### src/rtl/key_schedule_sequencer_pkg.sv
// Shared definitions for the AES-128 key-schedule sequencer: sizes, FSM encoding
// and the RCON byte table.
package key_schedule_sequencer_pkg;

    localparam int unsigned NR_128    = 10;
    localparam int unsigned KEY_L_128 = 128;
    localparam int unsigned WORD_32   = 32;

    typedef enum logic [1:0] {
        S_IDLE,
        S_ISSUE,
        S_WAIT,
        S_DONE
    } state_t;

    // RCON byte for expansion rounds 1..10; anything else maps to zero.
    function automatic logic [7:0] rcon_byte(input int unsigned rnd);
        logic [7:0] rc;
        case (rnd)
            1:       rc = 8'h01;
            2:       rc = 8'h02;
            3:       rc = 8'h04;
            4:       rc = 8'h08;
            5:       rc = 8'h10;
            6:       rc = 8'h20;
            7:       rc = 8'h40;
            8:       rc = 8'h80;
            9:       rc = 8'h1b;
            10:      rc = 8'h36;
            default: rc = 8'h00;
        endcase
        return rc;
    endfunction

endpackage

### src/rtl/key_schedule_sequencer_if.sv
// Key intake, generation-stage and round-key read signals of the sequencer.
// slave = sequencer side, master = surrounding pipeline side.
interface key_schedule_sequencer_if
    import key_schedule_sequencer_pkg::*;
#(
    parameter int unsigned KEY_L = KEY_L_128,
    parameter int unsigned WORD  = WORD_32,
    parameter int unsigned AW    = 4
);

    logic [KEY_L-1:0] key_in;
    logic             key_valid;
    logic             key_ready;
    logic [KEY_L-1:0] gen_key;
    logic [WORD-1:0]  gen_rcon;
    logic             gen_valid;
    logic [KEY_L-1:0] gen_round_key;
    logic             gen_valid_out;
    logic [AW-1:0]    rd_addr;
    logic [KEY_L-1:0] rd_data;
    logic             keys_valid;
    logic             busy;

    modport slave (
        input  key_in, key_valid, gen_round_key, gen_valid_out, rd_addr,
        output key_ready, gen_key, gen_rcon, gen_valid, rd_data, keys_valid, busy
    );

    modport master (
        output key_in, key_valid, gen_round_key, gen_valid_out, rd_addr,
        input  key_ready, gen_key, gen_rcon, gen_valid, rd_data, keys_valid, busy
    );

endinterface

### src/rtl/key_schedule_sequencer_round_key_store.sv
// (NR+1)-entry round-key register file: one write port, one registered read port.
// Addresses beyond NR read as zero and are never written.
module key_schedule_sequencer_round_key_store
    import key_schedule_sequencer_pkg::*;
#(
    parameter int unsigned KEY_L = KEY_L_128,
    parameter int unsigned NR    = NR_128,
    parameter int unsigned AW    = 4
) (
    input  logic             clk,
    input  logic             reset,
    input  logic             i_wr_en,
    input  logic [AW-1:0]    i_wr_addr,
    input  logic [KEY_L-1:0] i_wr_data,
    input  logic [AW-1:0]    i_rd_addr,
    output logic [KEY_L-1:0] o_rd_data
);

    logic [KEY_L-1:0] r_mem [NR+1];
    logic [KEY_L-1:0] r_rd_data;
    logic             w_wr_in_range;
    logic             w_rd_in_range;

    assign w_wr_in_range = (i_wr_addr <= AW'(NR));
    assign w_rd_in_range = (i_rd_addr <= AW'(NR));

    // Read and write share the edge, so a same-cycle read sees the old entry.
    always_ff @(posedge clk or negedge reset) begin
        if (!reset) begin
            for (int unsigned i = 0; i <= NR; i++) begin
                r_mem[i] <= '0;
            end
            r_rd_data <= '0;
        end else begin
            if (i_wr_en && w_wr_in_range) begin
                r_mem[i_wr_addr] <= i_wr_data;
            end
            if (w_rd_in_range) begin
                r_rd_data <= r_mem[i_rd_addr];
            end else begin
                r_rd_data <= '0;
            end
        end
    end

    assign o_rd_data = r_rd_data;

endmodule

### src/rtl/key_schedule_sequencer.sv
// AES-128 key-expansion controller: drives the single-round generation stage NR
// times with the right RCON, feeding each round key back, and stores all NR+1 keys.
module key_schedule_sequencer
    import key_schedule_sequencer_pkg::*;
#(
    parameter int unsigned KEY_L = KEY_L_128,
    parameter int unsigned WORD  = WORD_32,
    parameter int unsigned NR    = NR_128,
    parameter int unsigned AW    = 4
) (
    input  logic                     clk,
    input  logic                     reset,
    key_schedule_sequencer_if.slave  bus
);

    state_t           r_state;
    logic [AW-1:0]    r_rnd;
    logic [KEY_L-1:0] r_gen_key;
    logic [WORD-1:0]  r_gen_rcon;
    logic             r_gen_valid;
    logic             r_key_ready;
    logic             r_keys_valid;
    logic             r_busy;

    logic             w_accept;
    logic             w_store_round;
    logic             w_wr_en;
    logic [AW-1:0]    w_wr_addr;
    logic [KEY_L-1:0] w_wr_data;
    logic [KEY_L-1:0] w_rd_data;

    function automatic logic [WORD-1:0] rcon_word(input int unsigned rnd);
        return {rcon_byte(rnd), {(WORD-8){1'b0}}};
    endfunction

    assign w_accept      = ((r_state == S_IDLE) || (r_state == S_DONE)) && bus.key_valid;
    assign w_store_round = (r_state == S_WAIT) && bus.gen_valid_out;

    // Entry 0 takes the cipher key on acceptance; entries 1..NR take returned round keys.
    always_comb begin
        w_wr_en   = 1'b0;
        w_wr_addr = '0;
        w_wr_data = '0;
        if (w_accept) begin
            w_wr_en   = 1'b1;
            w_wr_data = bus.key_in;
        end else if (w_store_round) begin
            w_wr_en   = 1'b1;
            w_wr_addr = r_rnd;
            w_wr_data = bus.gen_round_key;
        end
    end

    always_ff @(posedge clk or negedge reset) begin
        if (!reset) begin
            r_state      <= S_IDLE;
            r_rnd        <= '0;
            r_gen_key    <= '0;
            r_gen_rcon   <= '0;
            r_gen_valid  <= 1'b0;
            r_key_ready  <= 1'b1;
            r_keys_valid <= 1'b0;
            r_busy       <= 1'b0;
        end else begin
            unique case (r_state)
                S_IDLE, S_DONE: begin
                    if (bus.key_valid) begin
                        r_gen_key    <= bus.key_in;
                        r_rnd        <= AW'(1);
                        r_gen_rcon   <= rcon_word(1);
                        r_gen_valid  <= 1'b1;
                        r_key_ready  <= 1'b0;
                        r_keys_valid <= 1'b0;
                        r_busy       <= 1'b1;
                        r_state      <= S_ISSUE;
                    end
                end
                S_ISSUE: begin
                    r_gen_valid <= 1'b0;
                    r_state     <= S_WAIT;
                end
                S_WAIT: begin
                    if (bus.gen_valid_out) begin
                        r_gen_key <= bus.gen_round_key;
                        if (r_rnd == AW'(NR)) begin
                            r_keys_valid <= 1'b1;
                            r_busy       <= 1'b0;
                            r_key_ready  <= 1'b1;
                            r_state      <= S_DONE;
                        end else begin
                            // RCON is loaded for the round about to be issued.
                            r_rnd       <= r_rnd + AW'(1);
                            r_gen_rcon  <= rcon_word(32'(r_rnd) + 32'd1);
                            r_gen_valid <= 1'b1;
                            r_state     <= S_ISSUE;
                        end
                    end
                end
                default: r_state <= S_IDLE;
            endcase
        end
    end

    key_schedule_sequencer_round_key_store #(
        .KEY_L (KEY_L),
        .NR    (NR),
        .AW    (AW)
    ) u_store (
        .clk       (clk),
        .reset     (reset),
        .i_wr_en   (w_wr_en),
        .i_wr_addr (w_wr_addr),
        .i_wr_data (w_wr_data),
        .i_rd_addr (bus.rd_addr),
        .o_rd_data (w_rd_data)
    );

    assign bus.key_ready  = r_key_ready;
    assign bus.gen_key    = r_gen_key;
    assign bus.gen_rcon   = r_gen_rcon;
    assign bus.gen_valid  = r_gen_valid;
    assign bus.keys_valid = r_keys_valid;
    assign bus.busy       = r_busy;
    assign bus.rd_data    = w_rd_data;

    a_rnd_bounded: assert property (@(posedge clk) disable iff (!reset) r_rnd <= AW'(NR));
    a_ready_idle:  assert property (@(posedge clk) disable iff (!reset) !(r_key_ready && r_busy));

endmodule

### src/flat_wrapper.sv
// flat-port wrapper written by rule: the top's interface ports become plain ports
module key_schedule_sequencer_flat import key_schedule_sequencer_pkg::*;
#(
    parameter int unsigned KEY_L = KEY_L_128,
    parameter int unsigned WORD  = WORD_32,
    parameter int unsigned NR    = NR_128,
    parameter int unsigned AW    = 4
)
  (clk, reset, bus_key_in, bus_key_valid, bus_gen_round_key, bus_gen_valid_out, bus_rd_addr, bus_key_ready, bus_gen_key, bus_gen_rcon, bus_gen_valid, bus_rd_data, bus_keys_valid, bus_busy);
  key_schedule_sequencer_if #(.KEY_L(KEY_L), .WORD(WORD), .AW(AW)) bus_i ();
  input  logic clk;
  input  logic reset;
  input wire logic [$bits(bus_i.key_in)-1:0] bus_key_in;
  input wire logic [$bits(bus_i.key_valid)-1:0] bus_key_valid;
  input wire logic [$bits(bus_i.gen_round_key)-1:0] bus_gen_round_key;
  input wire logic [$bits(bus_i.gen_valid_out)-1:0] bus_gen_valid_out;
  input wire logic [$bits(bus_i.rd_addr)-1:0] bus_rd_addr;
  output wire logic [$bits(bus_i.key_ready)-1:0] bus_key_ready;
  output wire logic [$bits(bus_i.gen_key)-1:0] bus_gen_key;
  output wire logic [$bits(bus_i.gen_rcon)-1:0] bus_gen_rcon;
  output wire logic [$bits(bus_i.gen_valid)-1:0] bus_gen_valid;
  output wire logic [$bits(bus_i.rd_data)-1:0] bus_rd_data;
  output wire logic [$bits(bus_i.keys_valid)-1:0] bus_keys_valid;
  output wire logic [$bits(bus_i.busy)-1:0] bus_busy;
  assign bus_i.key_in = bus_key_in;
  assign bus_i.key_valid = bus_key_valid;
  assign bus_i.gen_round_key = bus_gen_round_key;
  assign bus_i.gen_valid_out = bus_gen_valid_out;
  assign bus_i.rd_addr = bus_rd_addr;
  assign bus_key_ready = bus_i.key_ready;
  assign bus_gen_key = bus_i.gen_key;
  assign bus_gen_rcon = bus_i.gen_rcon;
  assign bus_gen_valid = bus_i.gen_valid;
  assign bus_rd_data = bus_i.rd_data;
  assign bus_keys_valid = bus_i.keys_valid;
  assign bus_busy = bus_i.busy;
  key_schedule_sequencer #(.KEY_L(KEY_L), .WORD(WORD), .NR(NR), .AW(AW)) u_core (.clk(clk), .reset(reset), .bus(bus_i));
endmodule
### config.mk
export PLATFORM = sky130hd
export DESIGN_NAME = key_schedule_sequencer_flat
export DESIGN_NICKNAME = d
export VERILOG_FILES = /design/src/rtl/key_schedule_sequencer_pkg.sv /design/src/rtl/key_schedule_sequencer_if.sv /design/src/rtl/key_schedule_sequencer_round_key_store.sv /design/src/rtl/key_schedule_sequencer.sv /design/src/flat_wrapper.sv
export SDC_FILE = /design/constraint.sdc
export NUM_CORES = 2
export LEC_CHECK = 0
export BUFFER_PORTS_ARGS = -buffer_cell sky130_fd_sc_hd__clkbuf_2
export CAP_MARGIN = 10
export CORE_AREA = 2 2 407 611
export DETAILED_ROUTE_END_ITERATION = 10
export DIE_AREA = 0 0 409 613
export GPL_TIMING_DRIVEN = 0
export MAX_ROUTING_LAYER = met4
export PLACE_DENSITY = 0.46
export RECOVER_POWER = 100
export SLEW_MARGIN = 10
export SYNTH_ARGS = -nofsm -noshare
export SYNTH_HDL_FRONTEND = slang
export SYNTH_SLANG_ARGS = --single-unit
### constraint.sdc
create_clock -name clk -period 5.6 [get_ports clk]
set_clock_uncertainty 0.15 [all_clocks]
set_input_delay 0.56 -clock clk [delete_from_list [all_inputs] [get_ports clk]]
set_output_delay 0.56 -clock clk [all_outputs]
set_load 0.02 [all_outputs]
==> summary.md <==
| Metric | Value |
|---|---|
| Status | complete, but fails checks |
| Failing checks | capacitance limit, slew limit |
| Lkg Pwr | 39.75 nW |
| Drt wl/cell | 25.93 um |
| R2R Path End | u_core.u_store.r_mem[260]$_DFFE_PN0P_ |
| Max frequency | 0.1902 GHz |
| Post-Place Cell Area | 80950 sq um |
| Core area | 245300 sq um |
| Critical Path Source Type | primary input |
| Post-synthesis area per instance | 10.24 sq um |
| Post-synth cell types | 57 |
| Clk Latency, worst-skew pair | 840 ps |
| CP endpoint | u_core.u_store.o_rd_data[70]$_DFF_PN0_ |
| H-tree lvl count | 4 |
| Worst-path clk slew | 60 ps |
| Pint | 24.24 mW |
| EDFF count, synth | 0 |
| Initial drt markers | 4699 |
| Final-stage net count | 8523 |
| Initial antenna violation count | 25 |
| Synth-to-layout area growth | 21.06% |
| Layout Cells excl Fill | 11.66k |
| Most common cell after layout, fill and taps aside | dfrtp_1 |
| Fillers | 25.24k |
| Pins Over Slew Limit | 443 |
| Die area | 250700 sq um |
| Vias in the first global route | 61.51k |
| Final hold violation count | 0 |
| Inst Count DP | 11.01k |
| Fraction of layout cells with a size suffix above 1 | 11.91% |
| Total Neg Setup Slack | 0 ps |
| DRC errors left | 0 |
| RSZ-0062 raised after global routing | no |
| Actual slew at the worst max-slew pin | 2698 ps |
| Yosys warns | 0 |
| First-pass GRT wire length | 436900 um |
| Arr. time, crit path | 5730 ps |
| Via Count | 60.31k |
| Starting Density | 29.91% |
| Most frequent cells in the layout | dfrtp_1 (1681), nor2_1 (1013), a21oi_1 (973) |
| Instance count of the mapped netlist | 7167 |
| Post-CTS Setup Bufs | 0 |
| Pwr Density | 428.0 nW/um^2 |
| IO Port Bufs | 529 |
| Post-DRT Antenna Nets | 0 |
| Async set-reset flop share out of synthesis | 100.0% |
| Pre-Repair DR Iteration Count | 6 |
| Total CTS buffers | 187 |
| Vias per cell | 5.175 |
| Design Area, Final | 88800 sq um |
| Reg power frac | 40.6% |
| Worst endpoint required time | 6080 ps |
| Largest net degree at the start of global routing | 104 |
| Max IR drop VDD | 0.2890 mV |
| CP startpoint | bus_rd_addr[1] |
| Minimum clock period | 5258 ps |
| Sw Ratio | 36.24% |
| Finish-stage setup viols | 0 |
| Worst Hold Class | in -> reg |
| Clock tree sinks | 1682 |
| Total Power | 38.01 mW |
| Crit end category | flop |
| Sequential fraction of the synthesis area | 57.38% |
| Clock power frac | 31.8% |
| Prevailing post-synth register cell | dfrtp_1 |
| Gr usage total | 24.38% |
| HPWL after detailed placement | 219300 um |
| Root Buffer | clkbuf_16 |
| CP Class | in -> reg |
| Routed Wire Length | 302200 um |
| Critical R2R Launch | u_core.r_state[0]$_DFFE_PN0P_ |
| Grt total ovfl | 0 |
| RD Place Congestion | 0.8904 |
| Register-to-Register Path Depth | 10 |
| Top-Level Pins | 556 |
| Logic pwr share | 27.6% |
| Die Y | 613 um |
| Mapped Area | 73360 sq um |
| CTS tree | yes |
| Row count | 223 |
| Relative slew slack | -79.84% |
| Period Utilization, post-route | 93.89% |
| Max-Cap Viols | 13 |
| R2R setup slack | 480 ps |
| Yosys reg bits | 1682 |
| CTS max path bufs | 4 |
| NetSw | 13.77 mW |
| Critical path fanouts, max | 11 |
| Die W | 409 um |
-- power by group through the flow --
stage          registers [mW]  logic, mW  clock network [mW]
5_1_grt                  15.7       11.4                12.8
6_report                 15.4       10.5                12.1
3_5_place_dp             15.6       10.5                   0
3_3_place_gp             15.7       10.2                   0
4_1_cts                  15.4       10.8                12.3
2_1_floorplan            16.0       5.24                   0
-- what timing repair did --
action | CTS | global route
endpoints found under the setup margin | 0 | 0
resized for setup | 0 | 0
endpoints found under the hold margin | 281 | 0
hold buffers | 316 | 0
-- cells in the mapped netlist, types with 56 or more instances --
cell type,count,area share (%)
a221oi_1,90,1.1
nor2_1,1013,5.2
o21ai_0,827,5.6
a22oi_1,56,0.57
mux2i_1,438,6.0
nand2_1,785,4.0
nand3_1,75,0.51
a21oi_1,973,6.6
o21ai_2,120,1.4
buf_2,322,2.2
mux2_2,76,1.2
dfrtp_1,1681,57
mux4_2,128,3.9
clkbuf_1,317,1.6
-- per-stage QoR --
step	utilization [%]	setup WS [ps]	hold slack (ps)
final	36.21	342.4	30.15
after CTS	36.66	733.8	1.840
after detailed placement	33.01	747.0	310.8
after floorplan	-	3189	114.4
after global routing	36.20	353.0	33.84
after global placement	32.69	-39080	306.5
-- state kept, by name (all words and copies together) (netlist names) --
signal / cells
u_core.u_store.r_mem: 1408
u_core.bus.gen_key: 128
u_core.u_store.o_rd_data: 128
u_core.bus.gen_rcon: 8
u_core.r_rnd: 4
u_core.r_state: 2
u_core.bus.busy: 1
u_core.bus.gen_valid: 1
u_core.bus.key_ready: 1
u_core.bus.keys_valid: 1
-- cells by family (layout without fill, tap and decap cells) --
family / after synthesis / count (layout) / synth area share [%]
adder cells (fa/ha/maj): 8 / 8 / 0.1365
other: 1 / 43 / 0.005112
multiplexers: 642 / 642 / 11.07
AO/OA/AOI/OAI: 2179 / 2179 / 16.51
XOR/XNOR: 1 / 1 / 0.01194
flip-flops: 1682 / 1682 / 57.38
AND/OR/NAND/NOR: 1916 / 1916 / 10.15
buffers and inverters: 738 / 1922 / 4.735
-- layout make-up --
type | instances | area [sq um] | area share [%]
Clock buffer | 267 | 5354 | 6.029
Antenna cell | 19 | 47.55 | 0.05354
Multi-Input combinational cell | 4770 | 27560 | 31.04
Sequential cell | 1682 | 42090 | 47.40
Tap cell | 3262 | 4081 | 4.596
Buffer | 729 | 3114 | 3.507
Clock inverter | 45 | 436.7 | 0.4917
Timing Repair Buffer | 872 | 6082 | 6.849
Inverter | 9 | 33.78 | 0.03804
-- layer usage --
layer	vias up	track usage, %	wire, um
met5	-	-	0
met4	0	8.627	11270
met3	500	3.517	17430
met2	2066	41.21	151500
met1	30820	29.66	122000
li1	26920	-	-
-- worst min path at each step --
stage	from	to	slack, ps	cells past startpoint
floorplan	reset	u_core.bus.busy$_DFFE_PN0P_	110	0
global placement	u_core.u_store.r_mem[807]$_DFFE_PN0P_	u_core.u_store.r_mem[807]$_DFFE_PN0P_	310	2
detailed placement	u_core.bus.key_ready$_DFFE_PN1P_	u_core.bus.key_ready$_DFFE_PN1P_	310	2
CTS	bus_key_in[59]	u_core.u_store.r_mem[59]$_DFFE_PN0P_	2	3
global route	bus_key_in[84]	u_core.u_store.r_mem[84]$_DFFE_PN0P_	30	3
finish	bus_key_in[25]	u_core.u_store.r_mem[25]$_DFFE_PN0P_	30	3
-- critical path, cell delays in order --
cell	delay (ps)
clkbuf_1	890
clkbuf_1	870
clkbuf_1	1410
clkbuf_2	590
mux2i_1	140
nor2_1	140
a21oi_1	60
o21ai_0	990
Power figures use the tool's default switching activity.
